File: src/rtl/mem_entry_pkg.sv
// Shared types and helpers for the switch/key memory entry controller.
//   state_t   : controller state encoding
//   MODE_*    : operator-visible mode codes driven on the mode output
//   n_chunks  : number of CHUNK-sized entries needed to cover a field width
package mem_entry_pkg;

  typedef enum logic [2:0] {
    S_IDLE,
    S_SEL,
    S_ADDR,
    S_DATA,
    S_WAIT,
    S_DONE,
    S_ERR
  } state_t;

  localparam logic [1:0] MODE_IDLE  = 2'b00;
  localparam logic [1:0] MODE_READ  = 2'b01;
  localparam logic [1:0] MODE_WRITE = 2'b10;
  localparam logic [1:0] MODE_ERR   = 2'b11;

  function automatic int n_chunks(input int width, input int chunk);
    return (width + chunk - 1) / chunk;
  endfunction

endpackage

File: src/rtl/mem_entry_ctrl_timer.sv
// Request timeout counter for the WAIT phase.
//   clk     : system clock
//   clear   : synchronous clear (reset or soft reset)
//   run     : high while the controller waits for memory; low clears the count
//   expired : high during the TIMEOUT_CYC-th consecutive run cycle; never high
//             when TIMEOUT_CYC is 0
module mem_wait_timer #(
  parameter int TIMEOUT_CYC = 1024
) (
  input  logic clk,
  input  logic clear,
  input  logic run,
  output logic expired
);

  localparam int CNT_W = (TIMEOUT_CYC > 1) ? $clog2(TIMEOUT_CYC) : 1;
  localparam int LAST  = (TIMEOUT_CYC > 0) ? TIMEOUT_CYC - 1 : 0;

  logic [CNT_W-1:0] cnt;

  // Counts completed run cycles; saturates so a late expiry cannot wrap.
  always_ff @(posedge clk) begin
    if (clear || !run) begin
      cnt <= '0;
    end else if (cnt != CNT_W'(LAST)) begin
      cnt <= cnt + CNT_W'(1);
    end
  end

  assign expired = (TIMEOUT_CYC != 0) && run && (cnt == CNT_W'(LAST));

endmodule

File: src/rtl/mem_entry_ctrl.sv
// Switch/key driven memory access controller. The operator selects read or
// write, keys in the address (and write data) in switch-sized chunks, and the
// block issues a single memory request and shows the read result.
//   clk, reset      : clock, synchronous active-high reset
//   key_chord       : soft reset, same effect as reset
//   key_mode_pulse  : mode toggle / abort / acknowledge
//   key_ent_pulse   : enter chunk / repeat access with address +1
//   sw              : switch value
//   mem_done        : memory completion pulse, read_data valid with it
//   mem_req/mem_we  : request level and direction
//   mem_addr        : request address
//   write_data      : request write data
//   display_data    : last read result
//   mode            : 00 idle/done, 01 read, 10 write, 11 error
//   entry_idx       : chunk index within the address or data phase
//   err             : timeout flag, held until acknowledged
//
// state  | meaning
// IDLE   | nothing selected
// SEL    | choosing read/write
// ADDR   | entering address chunks
// DATA   | entering write data chunks
// WAIT   | request outstanding
// DONE   | request complete, result shown
// ERR    | request timed out
module mem_entry_ctrl
  import mem_entry_pkg::*;
#(
  parameter int ADDR_W      = 25,
  parameter int DATA_W      = 16,
  parameter int SW_W        = 9,
  parameter int CHUNK_W     = 8,
  parameter int TIMEOUT_CYC = 1024
) (
  input  logic              clk,
  input  logic              reset,
  input  logic              key_chord,
  input  logic              key_mode_pulse,
  input  logic              key_ent_pulse,
  input  logic [SW_W-1:0]   sw,
  input  logic              mem_done,
  input  logic [DATA_W-1:0] read_data,
  output logic              mem_req,
  output logic              mem_we,
  output logic [ADDR_W-1:0] mem_addr,
  output logic [DATA_W-1:0] write_data,
  output logic [DATA_W-1:0] display_data,
  output logic [1:0]        mode,
  output logic [2:0]        entry_idx,
  output logic              err
);

  // The final address chunk may be wider than CHUNK_W (up to SW_W bits);
  // the final data chunk may be narrower.
  localparam int N_ACH    = 1 + n_chunks(ADDR_W - SW_W, CHUNK_W);
  localparam int N_DCH    = n_chunks(DATA_W, CHUNK_W);
  localparam int LAST_A_W = ADDR_W - (N_ACH - 1) * CHUNK_W;
  localparam int LAST_D_W = DATA_W - (N_DCH - 1) * CHUNK_W;

  state_t state;
  logic   soft_rst;
  logic   timed_out;

  assign soft_rst = reset || key_chord;

  mem_wait_timer #(
    .TIMEOUT_CYC(TIMEOUT_CYC)
  ) u_timer (
    .clk    (clk),
    .clear  (soft_rst),
    .run    (state == S_WAIT),
    .expired(timed_out)
  );

  always_ff @(posedge clk) begin
    if (soft_rst) begin
      state        <= S_IDLE;
      mem_req      <= 1'b0;
      mem_we       <= 1'b0;
      mem_addr     <= '0;
      write_data   <= '0;
      display_data <= '0;
      mode         <= MODE_IDLE;
      entry_idx    <= '0;
      err          <= 1'b0;
    end else begin
      case (state)
        S_IDLE: begin
          if (key_mode_pulse) begin
            state  <= S_SEL;
            mem_we <= 1'b0;
            mode   <= MODE_READ;
          end
        end

        S_SEL: begin
          if (key_mode_pulse) begin
            mem_we <= ~mem_we;
            mode   <= {~mem_we, mem_we};
          end else if (key_ent_pulse) begin
            state      <= S_ADDR;
            entry_idx  <= '0;
            mem_addr   <= '0;
            write_data <= '0;
          end
        end

        S_ADDR: begin
          if (key_mode_pulse) begin
            state      <= S_SEL;
            mem_addr   <= '0;
            write_data <= '0;
            entry_idx  <= '0;
          end else if (key_ent_pulse) begin
            if (entry_idx == 3'(N_ACH - 1)) begin
              mem_addr[ADDR_W-1 -: LAST_A_W] <= sw[LAST_A_W-1:0];
              entry_idx <= '0;
              if (mem_we) begin
                state <= S_DATA;
              end else begin
                state   <= S_WAIT;
                mem_req <= 1'b1;
              end
            end else begin
              for (int i = 0; i < N_ACH - 1; i++) begin
                if (entry_idx == 3'(i)) begin
                  mem_addr[i*CHUNK_W +: CHUNK_W] <= sw[CHUNK_W-1:0];
                end
              end
              entry_idx <= entry_idx + 3'd1;
            end
          end
        end

        S_DATA: begin
          if (key_mode_pulse) begin
            state      <= S_SEL;
            mem_addr   <= '0;
            write_data <= '0;
            entry_idx  <= '0;
          end else if (key_ent_pulse) begin
            if (entry_idx == 3'(N_DCH - 1)) begin
              write_data[DATA_W-1 -: LAST_D_W] <= sw[LAST_D_W-1:0];
              entry_idx <= '0;
              state     <= S_WAIT;
              mem_req   <= 1'b1;
            end else begin
              for (int i = 0; i < N_DCH - 1; i++) begin
                if (entry_idx == 3'(i)) begin
                  write_data[i*CHUNK_W +: CHUNK_W] <= sw[CHUNK_W-1:0];
                end
              end
              entry_idx <= entry_idx + 3'd1;
            end
          end
        end

        // Completion beats a timeout landing on the same cycle.
        S_WAIT: begin
          if (mem_done) begin
            state   <= S_DONE;
            mem_req <= 1'b0;
            mode    <= MODE_IDLE;
            if (!mem_we) begin
              display_data <= read_data;
            end
          end else if (timed_out) begin
            state   <= S_ERR;
            mem_req <= 1'b0;
            mode    <= MODE_ERR;
            err     <= 1'b1;
          end
        end

        S_DONE: begin
          if (key_mode_pulse) begin
            state      <= S_IDLE;
            mem_we     <= 1'b0;
            mem_addr   <= '0;
            write_data <= '0;
          end else if (key_ent_pulse) begin
            mem_addr  <= mem_addr + ADDR_W'(1);
            mode      <= {mem_we, ~mem_we};
            entry_idx <= '0;
            if (mem_we) begin
              state      <= S_DATA;
              write_data <= '0;
            end else begin
              state   <= S_WAIT;
              mem_req <= 1'b1;
            end
          end
        end

        S_ERR: begin
          if (key_mode_pulse) begin
            state      <= S_IDLE;
            err        <= 1'b0;
            mode       <= MODE_IDLE;
            mem_we     <= 1'b0;
            mem_addr   <= '0;
            write_data <= '0;
          end
        end

        default: begin
          state <= S_IDLE;
        end
      endcase
    end
  end

endmodule

File: config.mk
export PLATFORM = sky130hd
export DESIGN_NAME = mem_entry_ctrl
export DESIGN_NICKNAME = d
export VERILOG_FILES = /design/src/rtl/mem_entry_pkg.sv /design/src/rtl/mem_entry_ctrl_timer.sv /design/src/rtl/mem_entry_ctrl.sv
export SDC_FILE = /design/constraint.sdc
export NUM_CORES = 1
export LEC_CHECK = 0
export CAP_MARGIN = 5
export CORE_MARGIN = 3
export CORE_UTILIZATION = 35
export CTS_BUF_LIST = sky130_fd_sc_hd__clkbuf_4 sky130_fd_sc_hd__clkbuf_8
export DETAILED_ROUTE_END_ITERATION = 16
export GPL_ROUTABILITY_DRIVEN = 0
export SLEW_MARGIN = 20
export SYNTH_ARGS = -nofsm -noshare
export SYNTH_HDL_FRONTEND = slang
export SYNTH_HIERARCHICAL = 1
export SYNTH_SLANG_ARGS = --single-unit
File: constraint.sdc
create_clock -name clk -period 2.8 [get_ports clk]
set_input_delay 0.7 -clock clk [delete_from_list [all_inputs] [get_ports clk]]
set_output_delay 0.7 -clock clk [all_outputs]
set_load 0.02 [all_outputs]
==> flow_summary.toml, run 1 <==
[outcome]
status = "finished, final reports clean"

[global_routing]
grt-busiest-layer = "met2"
globalRouteMet2Util_pct = 27.8
grt_pass1_vias = 3987
gr-usage-all-layers_pct = 18.2
grt_max_degree = 29
antenna_found_initial = 0
grt-ovfl-total = 0
grtUsageMet1_pct = 25.2
grt_pass1_wl_um = 19800
grt.met3_usage_pct = 4.68

[pwr]
power.share.sequential_pct = 48.8
netSwitchingFraction_pct = 27.4
power_leakage_nw = 1.77
intPower_w = 0.00167
power.share.clock_pct = 39.6
switching_power_w = 0.000631
power.density_mw_per_mm2 = 420
pwr-share-comb_pct = 11.6
ir_drop_mv = 0.235

[sta]
grt_setup_unrepaired = "false"
hold_viol = 0
relSlewSlack_pct = 45.5
worstMarginPinSlew_ns = 0.811
slew_violations = 0
timing.final.ws_setup_ns = 0.350
max_freq_mhz = 408
min_period_over_period_pct = 87.5
min_period_ns = 2.45
setup_viol = 0
finalClockSkew_ns = 0.00951
setup_tns_ns = 0

[clock_tree]
root_buffer = "clkbuf_8"
cts_hold_buf = 0
cts_buffers = 9
clkSinkCount = 78
clk-insertion-delay-late_ns = 0.36
cts_tree = "done"
h-tree-depth = 3
path_clk_slew_ns = 0.09
cts_resized = 0
clockBufferDepth = 2
cts_setup_buffers = 0

[critical_path]
crit_path_top_delay_cell = "dfxtp_1"
critPathArrivalTime_ns = 2.70
crit_family = "simple AND/OR/NAND/NOR gates"
path_buf_inv = 0
cp.required_ns = 3.05
r2r_cells = 9
worst-path-max-fanout = 6
end_kind = "flip-flop"
crit_cells = 9
crit_path_frequent_cell = "nor2_1"
max_stage_delay_ns = 0.45
crit_path_start_kind = "flip-flop"
critPathKind = "flip-flop to flip-flop"
path_cells = "ha_1 > nand4_2 > or3_1 > nor2_1 > or3b_1 > a221o_1 > and3_1 > mux2i_1 > nor2_1"

[placed_design]
post-place-ws_ns = 0.146
place_inst = 741
place_hpwl_um = 8850
dpl_cell_area_mm2 = 0.00527
port_buffers = 95

[yosys]
synth_xor_area_share_pct = 0.839
synth_fa_ha_area_share_pct = 0.600
synth_cells = 519
syn_area_per_cell_um2 = 8.04
synth_area_leader_cell = "dfxtp_1"
synth_edf_count = 0
yosysWarnings = 6
synth_top_family_by_area = "simple AND/OR/NAND/NOR gates"
synth-simple-area-share_pct = 27.9
ys_types = 77
synth_seq_cells = 78
syn_area_mm2 = 0.00417
synth_area_leaders = "dfxtp_1 37%, nand2_1 6.7%, a21oi_1 6.1%, mux2i_1 4.6%, o21ai_0 4.1%"
ys_seq_area_share_pct = 37.4
synth-async-reset-ratio_pct = 0
yosysTopAreaCellShare_pct = 37.4
synth-compound-area-share_pct = 24.4
synth_mux_area_share_pct = 4.56
synthFlopType = "dfxtp_1"
synth_nets = 552

[floorplanning]
fp.dieH_um = 115
die_x_um = 115
io_pins = 96
num_rows = 39
dieArea_mm2 = 0.0133
core_area_mm2 = 0.0115
initial_core_util_pct = 36.2

[route]
via_per_inst = 5.57
post_drt_wl_per_cell_um = 16.0
drc = 0
drt_iter0_markers = 308
num_vias = 4218
final_antenna_net_count = 0
dr.pass1.iters = 5
drt_wl_total_um = 12100

[finish]
layoutNonFillerInstCount = 757
design_area_mm2 = 0.00548
n_fill_cell = 1151
nNetsFinal = 642
diodes = 0
areaGrowthSynthToFinish_pct = 31.4
drive_gt1_share_pct = 8.47

[worst_hold_path]
holdPathStages = 2
hold_path_class = "flip-flop to flip-flop"

[flow_run]
maxCapViolCount = 0
-- power by group through the flow --
stage	clock, W	combinational, W	sequential [W]
2_1_floorplan	0	0.000161	0.00115
3_3_place_gp	0	0.000263	0.00115
3_5_place_dp	0	0.000263	0.00115
4_1_cts	0.000948	0.000265	0.00112
5_1_grt	0.000994	0.000290	0.00112
6_report	0.000912	0.000266	0.00112
-- kinds of logic (layout without fill, tap and decap cells) --
| kind of cell | count (synthesis) | count (layout) |
|---|---|---|
| and+or+nand+nor | 222 | 222 |
| adders and majority gates | 2 | 2 |
| DFF | 78 | 78 |
| buffers and inverters | 37 | 132 |
| muxes | 19 | 19 |
| xor gates and xnor gates | 4 | 4 |
| AOI/OAI and AO/OA | 157 | 157 |
-- layout by cell type (no fill, tap or decap), drive strengths merged, types with 3 or more instances in the layout --
cell            n
a31oi          12
a21oi          53
nor2           45
and4            5
buf            14
clkdlybuf4s50  95
or3b            3
and3            4
o21ai          41
nor4            6
clkbuf          9
nand2          74
a22oi           3
or2             3
nor3b           3
nand3          16
o31a            7
o21a            4
or3             5
and2           14
nor3           12
a311oi          4
dfxtp          78
inv            11
and3b           3
nand2b          7
nand4           9
nand3b          4
mux2i          19
a211oi          5
-- state kept, by name, summed over array words and instances (netlist names), 2 cells and up --
signal / flops
state: 3
display_data: 16
u_timer/cnt: 10
entry_idx: 3
write_data: 16
mode: 2
mem_addr: 25
-- routing by layer --
layer,part of all wire [%],vias to the layer above
li1,-,2080
met1,47,1975
met2,45,145
met3,6.8,18
met4,1.4,0
met5,0,-
-- synthesized netlist by cell type (all sizes together) (3+ instances only) --
library cell,n
a311oi,4
a22oi,3
mux2i,19
o21ai,41
nand2,74
nand3b,4
a211oi,5
inv,7
and4,5
o21a,4
nand2b,7
a21oi,53
buf,16
nand4,9
nand3,16
and2,14
dfxtp,78
nor3,12
and3,4
or2,3
o31a,7
or3,5
and3b,3
or3b,3
nor3b,3
nor4,6
a31oi,12
clkbuf,14
nor2,45
-- tightest hold or removal path: cells and delay by family, from the launching register on --
| kind | cells | cell delay, ns |
|---|---|---|
| flops | 1 | 0.32 |
| simple gates | 1 | 0.05 |
| compound gates | 1 | 0.05 |
-- area by class of cell --
cell class / instances / area, µm² / share of cell area [%]
multi-input cells: 404 / 2430 / 44.4
inverters: 7 / 26.3 / 0.479
repair buffers: 109 / 1070 / 19.5
clock buffers: 9 / 124 / 2.26
flip-flops and latches: 78 / 1560 / 28.5
clock inverters: 7 / 88.8 / 1.62
well taps: 143 / 179 / 3.26
-- path summary, 6_finish.rpt --
check	startpoint	endpoint	slack (ns)
setup / recovery	u_timer/cnt[0]$_SDFFE_PP0P_	state[0]$_SDFFE_PP0P_	0.35
hold / removal	display_data[4]$_SDFFE_PP0P_	display_data[4]$_SDFFE_PP0P_	0.46
setup reg to reg	u_timer/cnt[0]$_SDFFE_PP0P_	state[0]$_SDFFE_PP0P_	0.35
hold reg to reg	display_data[4]$_SDFFE_PP0P_	display_data[4]$_SDFFE_PP0P_	0.46
-- stage by stage --
| step | total power (W) | util (%) | hold WS, ns |
|---|---|---|---|
| after floorplan | 0.00131 | - | 0.474 |
| after global placement | 0.00141 | 45.8 | 0.444 |
| after detailed placement | 0.00141 | 45.8 | 0.449 |
| after CTS | 0.00234 | 47.6 | 0.464 |
| after global routing | 0.00241 | 47.6 | 0.480 |
| final | 0.00230 | 47.6 | 0.461 |
No activity file was read; power rests on OpenSTA's default activity.
==> run 2, diff against run 1 <==
--- a/config.mk
+++ b/config.mk
@@ -6,6 +6,7 @@
 export NUM_CORES = 1
 export LEC_CHECK = 0
 export CAP_MARGIN = 5
+export CORE_ASPECT_RATIO = 1.5
 export CORE_MARGIN = 3
 export CORE_UTILIZATION = 35
 export CTS_BUF_LIST = sky130_fd_sc_hd__clkbuf_4 sky130_fd_sc_hd__clkbuf_8
@@ -16,3 +17,4 @@
 export SYNTH_HDL_FRONTEND = slang
 export SYNTH_HIERARCHICAL = 1
 export SYNTH_SLANG_ARGS = --single-unit
+export TNS_END_PERCENT = 20
==> run 2 against run 1 <==
Non-clock buffer count is 1 lower; setup slack better by 0.10 ns; utilization is 0.57 points lower.
==> flow_summary.toml, run 2 (same netlist as run 1, synthesis figures left out) <==
[outcome]
status = "finished, final reports clean"

[clock_tree]
h-tree-depth = 3
cts_setup_buffers = 0
cts_resized = 0
clkSinkCount = 78
cts_buffers = 9
cts_tree = "done"
path_clk_slew_ns = 0.08
clockBufferDepth = 2
cts_hold_buf = 0
root_buffer = "clkbuf_8"
clk-insertion-delay-late_ns = 0.35

[sta]
worstMarginPinSlew_ns = 0.726
max_freq_mhz = 426
hold_viol = 0
relSlewSlack_pct = 51.2
finalClockSkew_ns = 0.0104
setup_tns_ns = 0
grt_setup_unrepaired = "false"
hold_slack_ns = 0.455
min_period_ns = 2.35
setup_viol = 0
slew_violations = 0
min_period_over_period_pct = 83.9

[critical_path]
path_cells = "ha_1 > nand4_2 > or3_1 > nor2_1 > or3b_1 > a221o_1 > and3_1 > mux2i_1 > nor2_1"
end_kind = "flip-flop"
crit_path_top_delay_cell = "dfxtp_1"
worst-path-max-fanout = 6
critPathArrivalTime_ns = 2.59
max_stage_delay_ns = 0.43
crit_path_frequent_cell = "nor2_1"
cp.required_ns = 3.04
crit_family = "simple AND/OR/NAND/NOR gates"
crit_path_start_kind = "flip-flop"
critPathKind = "flip-flop to flip-flop"
path_buf_inv = 0

[pwr]
ir_drop_mv = 0.234
power.density_mw_per_mm2 = 405
power_leakage_nw = 1.74

[global_routing]
gr-usage-all-layers_pct = 18.6
grt_max_degree = 29
grt_pass1_vias = 3915
grt-ovfl-total = 0
grt_pass1_wl_um = 19900
antenna_found_initial = 0

[finish]
diodes = 0
reg.largest.list = "mem_addr (25), display_data (16), write_data (16)"
n_fill_cell = 1130
layout_commonest_cell = "clkdlybuf4s50_1"
largest_register = "mem_addr"
nNetsFinal = 641
areaGrowthSynthToFinish_pct = 30.6
largest_reg_flops = 25
final_cell_mix = "95 x clkdlybuf4s50_1, 78 x dfxtp_1, 74 x nand2_1"
drive_gt1_share_pct = 8.02

[floorplanning]
core_area_mm2 = 0.0116
fp.dieH_um = 140
dieArea_mm2 = 0.0133
num_rows = 48
die_x_um = 95.2
initial_core_util_pct = 36.0
io_pins = 96

[route]
drt_iter0_markers = 234
post_drt_wl_per_cell_um = 16.0
drc = 0
drt_wl_total_um = 12200
via_per_inst = 5.52
final_antenna_net_count = 0
dr.pass1.iters = 4
num_vias = 4204

[flow_run]
maxCapViolCount = 0

[worst_hold_path]
hold_path_class = "flip-flop to flip-flop"

[placed_design]
port_buffers = 95
place_hpwl_um = 8970
run 2: cell types whose count changed in the layout (fill, tap and decap cells not counted):
cell        change
inv_8           -3
buf_4           -1
clkbuf_4        +1
clkinv_1        +1
clkinv_2        +1
clkinv_4        -1
clkinvlp_4      +1
inv_1           -1
inv_6           -1
run 2: layout make-up:
| type | instances | area [µm²] | share of cell area, % |
|---|---|---|---|
| clock buffer | 10 | 131 | 2.41 |
| inverter | 7 | 26.3 | 0.482 |
| timing repair buffer | 108 | 1060 | 19.5 |
| tap | 150 | 188 | 3.44 |
| clock inverter | 4 | 50.0 | 0.918 |
| multi-input combinational | 404 | 2430 | 44.7 |
| sequential | 78 | 1560 | 28.6 |
run 2: through the flow:
stage | instances | area [µm²] | utilization, % | setup WS [ns] | power (W)
detailed placement | 747 | 5270 | 45.5 | 0.164 | 0.00141
CTS | 761 | 5450 | 47.0 | 0.436 | 0.00224
floorplan | 519 | 4170 | - | 0.603 | 0.00131
finish | 761 | 5450 | 47.0 | 0.450 | 0.00221
global placement | 747 | 5270 | 45.5 | 0.212 | 0.00141
global route | 761 | 5450 | 47.0 | 0.284 | 0.00231
run 2: path summary, 6_finish.rpt:
path                                      from                           end  slack [ns]  cells after the start
setup / recovery   u_timer/cnt[0]$_SDFFE_PP0P_         state[0]$_SDFFE_PP0P_        0.45                      9
hold / removal    display_data[7]$_SDFFE_PP0P_  display_data[7]$_SDFFE_PP0P_        0.45                      2
setup reg to reg   u_timer/cnt[0]$_SDFFE_PP0P_         state[0]$_SDFFE_PP0P_        0.45                      9
hold reg to reg   display_data[7]$_SDFFE_PP0P_  display_data[7]$_SDFFE_PP0P_        0.45                      2
run 2: worst min-delay path: stages (launching register included):
cell	delay [ns]
dfxtp_1	0.31
nand2_1	0.05
a21oi_1	0.05
run 2: where the power goes:
part           switching (W)  total, W  internal (W)
Combinational       0.000145  0.000264      0.000119
Sequential        0.00000656   0.00112       0.00112
Clock               0.000410  0.000821      0.000411
run 2: routing by layer:
metal,up-vias,share of wire (%),GRT usage [%]
li1,2071,-,-
met1,1962,42,23.4
met2,146,51,30.6
met3,25,5.0,3.30
met4,0,2.6,7.76
met5,-,0,0
==> run 3, diff against run 2 <==
==> constraint.sdc (replaced) <==
create_clock -name clk -period 2.2 [get_ports clk]
set_input_delay 0.55 -clock clk [delete_from_list [all_inputs] [get_ports clk]]
set_output_delay 0.55 -clock clk [all_outputs]
set_load 0.02 [all_outputs]
==> run 3 against run 2 <==
Sequential share of layout area decreased by 1.7 points; register-to-register slack lost 0.36 ns; utilization grew 3.3 points; combinational power grew 44%; final area increased by 7.1%; non-clock buffer count rose by 40; fmax up 12%; wire length increased by 4.0%; global-route usage increased by 0.75 points; critical path type unchanged; critical endpoint is now state[1]$_SDFFE_PP0P_.
==> flow_summary.toml, run 3 (same netlist as run 1, synthesis figures left out) <==
[outcome]
status = "finished, final reports clean"

[clock_tree]
cts_buffers = 9
path_clk_slew_ns = 0.09
cts_tree = "done"
clockBufferDepth = 2
root_buffer = "clkbuf_8"
clkSinkCount = 78
cts_hold_buf = 0
h-tree-depth = 3
clk-insertion-delay-late_ns = 0.35

[route]
drt_wl_total_um = 12700
final_antenna_net_count = 0
dr.pass1.iters = 5
via_per_inst = 5.44
num_vias = 4366
drt_iter0_markers = 233
drc = 0
post_drt_wl_per_cell_um = 15.8

[placed_design]
place_hpwl_um = 9360
port_buffers = 95
dpl_cell_area_mm2 = 0.00555
post-place-ws_ns = -0.221

[critical_path]
critPathArrivalTime_ns = 2.41
cp.required_ns = 2.50
crit_path_start_kind = "flip-flop"
critPathKind = "flip-flop to flip-flop"
reg2reg_slack_ns = 0.09
end_kind = "flip-flop"
worst-path-max-fanout = 5

[sta]
hold_slack_ns = 0.456
max_freq_mhz = 475
timing.final.ws_setup_ns = 0.0942
setup_viol = 0
hold_viol = 0
worstMarginPinSlew_ns = 0.502
relSlewSlack_pct = 66.1
setup_tns_ns = 0
slew_violations = 0
min_period_ns = 2.11
finalClockSkew_ns = 0.00842
min_period_over_period_pct = 95.7

[pwr]
total_power_w = 0.00290
power_leakage_nw = 1.96
power.density_mw_per_mm2 = 498
ir_drop_mv = 0.336

[finish]
final_cell_mix = "95 x clkdlybuf4s50_1, 74 x nand2_1, 72 x dfxtp_1"
nNetsFinal = 681
drive_gt1_share_pct = 15.9
diodes = 0
reg.largest.list = "mem_addr (25), display_data (16), write_data (16)"
areaGrowthSynthToFinish_pct = 39.9
design_area_mm2 = 0.00584
layout_commonest_cell = "clkdlybuf4s50_1"
n_fill_cell = 1110
largest_reg_flops = 25
largest_register = "mem_addr"

[flow_run]
maxCapViolCount = 0

[global_routing]
grt_pass1_wl_um = 20700
grt-ovfl-total = 0
gr-usage-all-layers_pct = 19.3
antenna_found_initial = 0
grt_pass1_vias = 4238
grt_max_degree = 42

[floorplanning]
die_x_um = 95.2
num_rows = 48
initial_core_util_pct = 36.0
io_pins = 96
dieArea_mm2 = 0.0133
core_area_mm2 = 0.0116
fp.dieH_um = 140

[worst_hold_path]
hold_path_class = "flip-flop to flip-flop"
run 3: path summary, 6_finish.rpt:
path / from / end / cells past startpoint
max: u_timer/cnt[0]$_SDFFE_PP0P_ / state[1]$_SDFFE_PP0P_ / 9
min: display_data[7]$_SDFFE_PP0P_ / display_data[7]$_SDFFE_PP0P_ / 2
max reg2reg: u_timer/cnt[0]$_SDFFE_PP0P_ / state[1]$_SDFFE_PP0P_ / 9
min reg2reg: display_data[7]$_SDFFE_PP0P_ / display_data[7]$_SDFFE_PP0P_ / 2
run 3: timing repair:
action,in CTS,in global routing
setup endpoints to repair,5,7
setup buffers,0,4
pin swaps,0,9
resized for setup,3,15
hold endpoints to repair,0,0
run 3: per-stage QoR:
step | cells | utilization (%)
final | 803 | 50.4
after global routing | 803 | 50.4
after CTS | 799 | 49.7
after detailed placement | 783 | 47.9
after global placement | 783 | 47.9
after floorplan | 519 | -
run 3: cell type report:
class | instances | area, µm² | area share (%)
Inverter | 7 | 26.3 | 0.450
Timing Repair Buffer | 148 | 1370 | 23.5
Clock inverter | 5 | 60.1 | 1.03
Sequential cell | 78 | 1570 | 26.9
Multi-Input combinational cell | 404 | 2480 | 42.5
Tap cell | 150 | 188 | 3.21
Clock buffer | 11 | 139 | 2.38
run 3: layer usage:
metal	GRT usage [%]	share of wire (%)	wire length [µm]
met5	0	0	0
met4	7.53	1.8	227
met3	3.73	5.0	638
met2	33.2	52	6580
met1	23.2	41	5220
run 3: critical path, stage by stage (launching register included):
cell      delay (ns)
dfxtp_4         0.37
ha_4            0.17
nand4_4         0.06
or3_4           0.15
nor2_4          0.04
or3b_4          0.39
a221o_1         0.37
and3_4          0.22
o211ai_1        0.10
o211a_1         0.18
run 3: where the power goes:
| group | total, W | switching [W] | internal [W] |
|---|---|---|---|
| logic | 0.000379 | 0.000195 | 0.000184 |
| clock network | 0.00110 | 0.000546 | 0.000552 |
| registers | 0.00143 | 0.00000872 | 0.00142 |
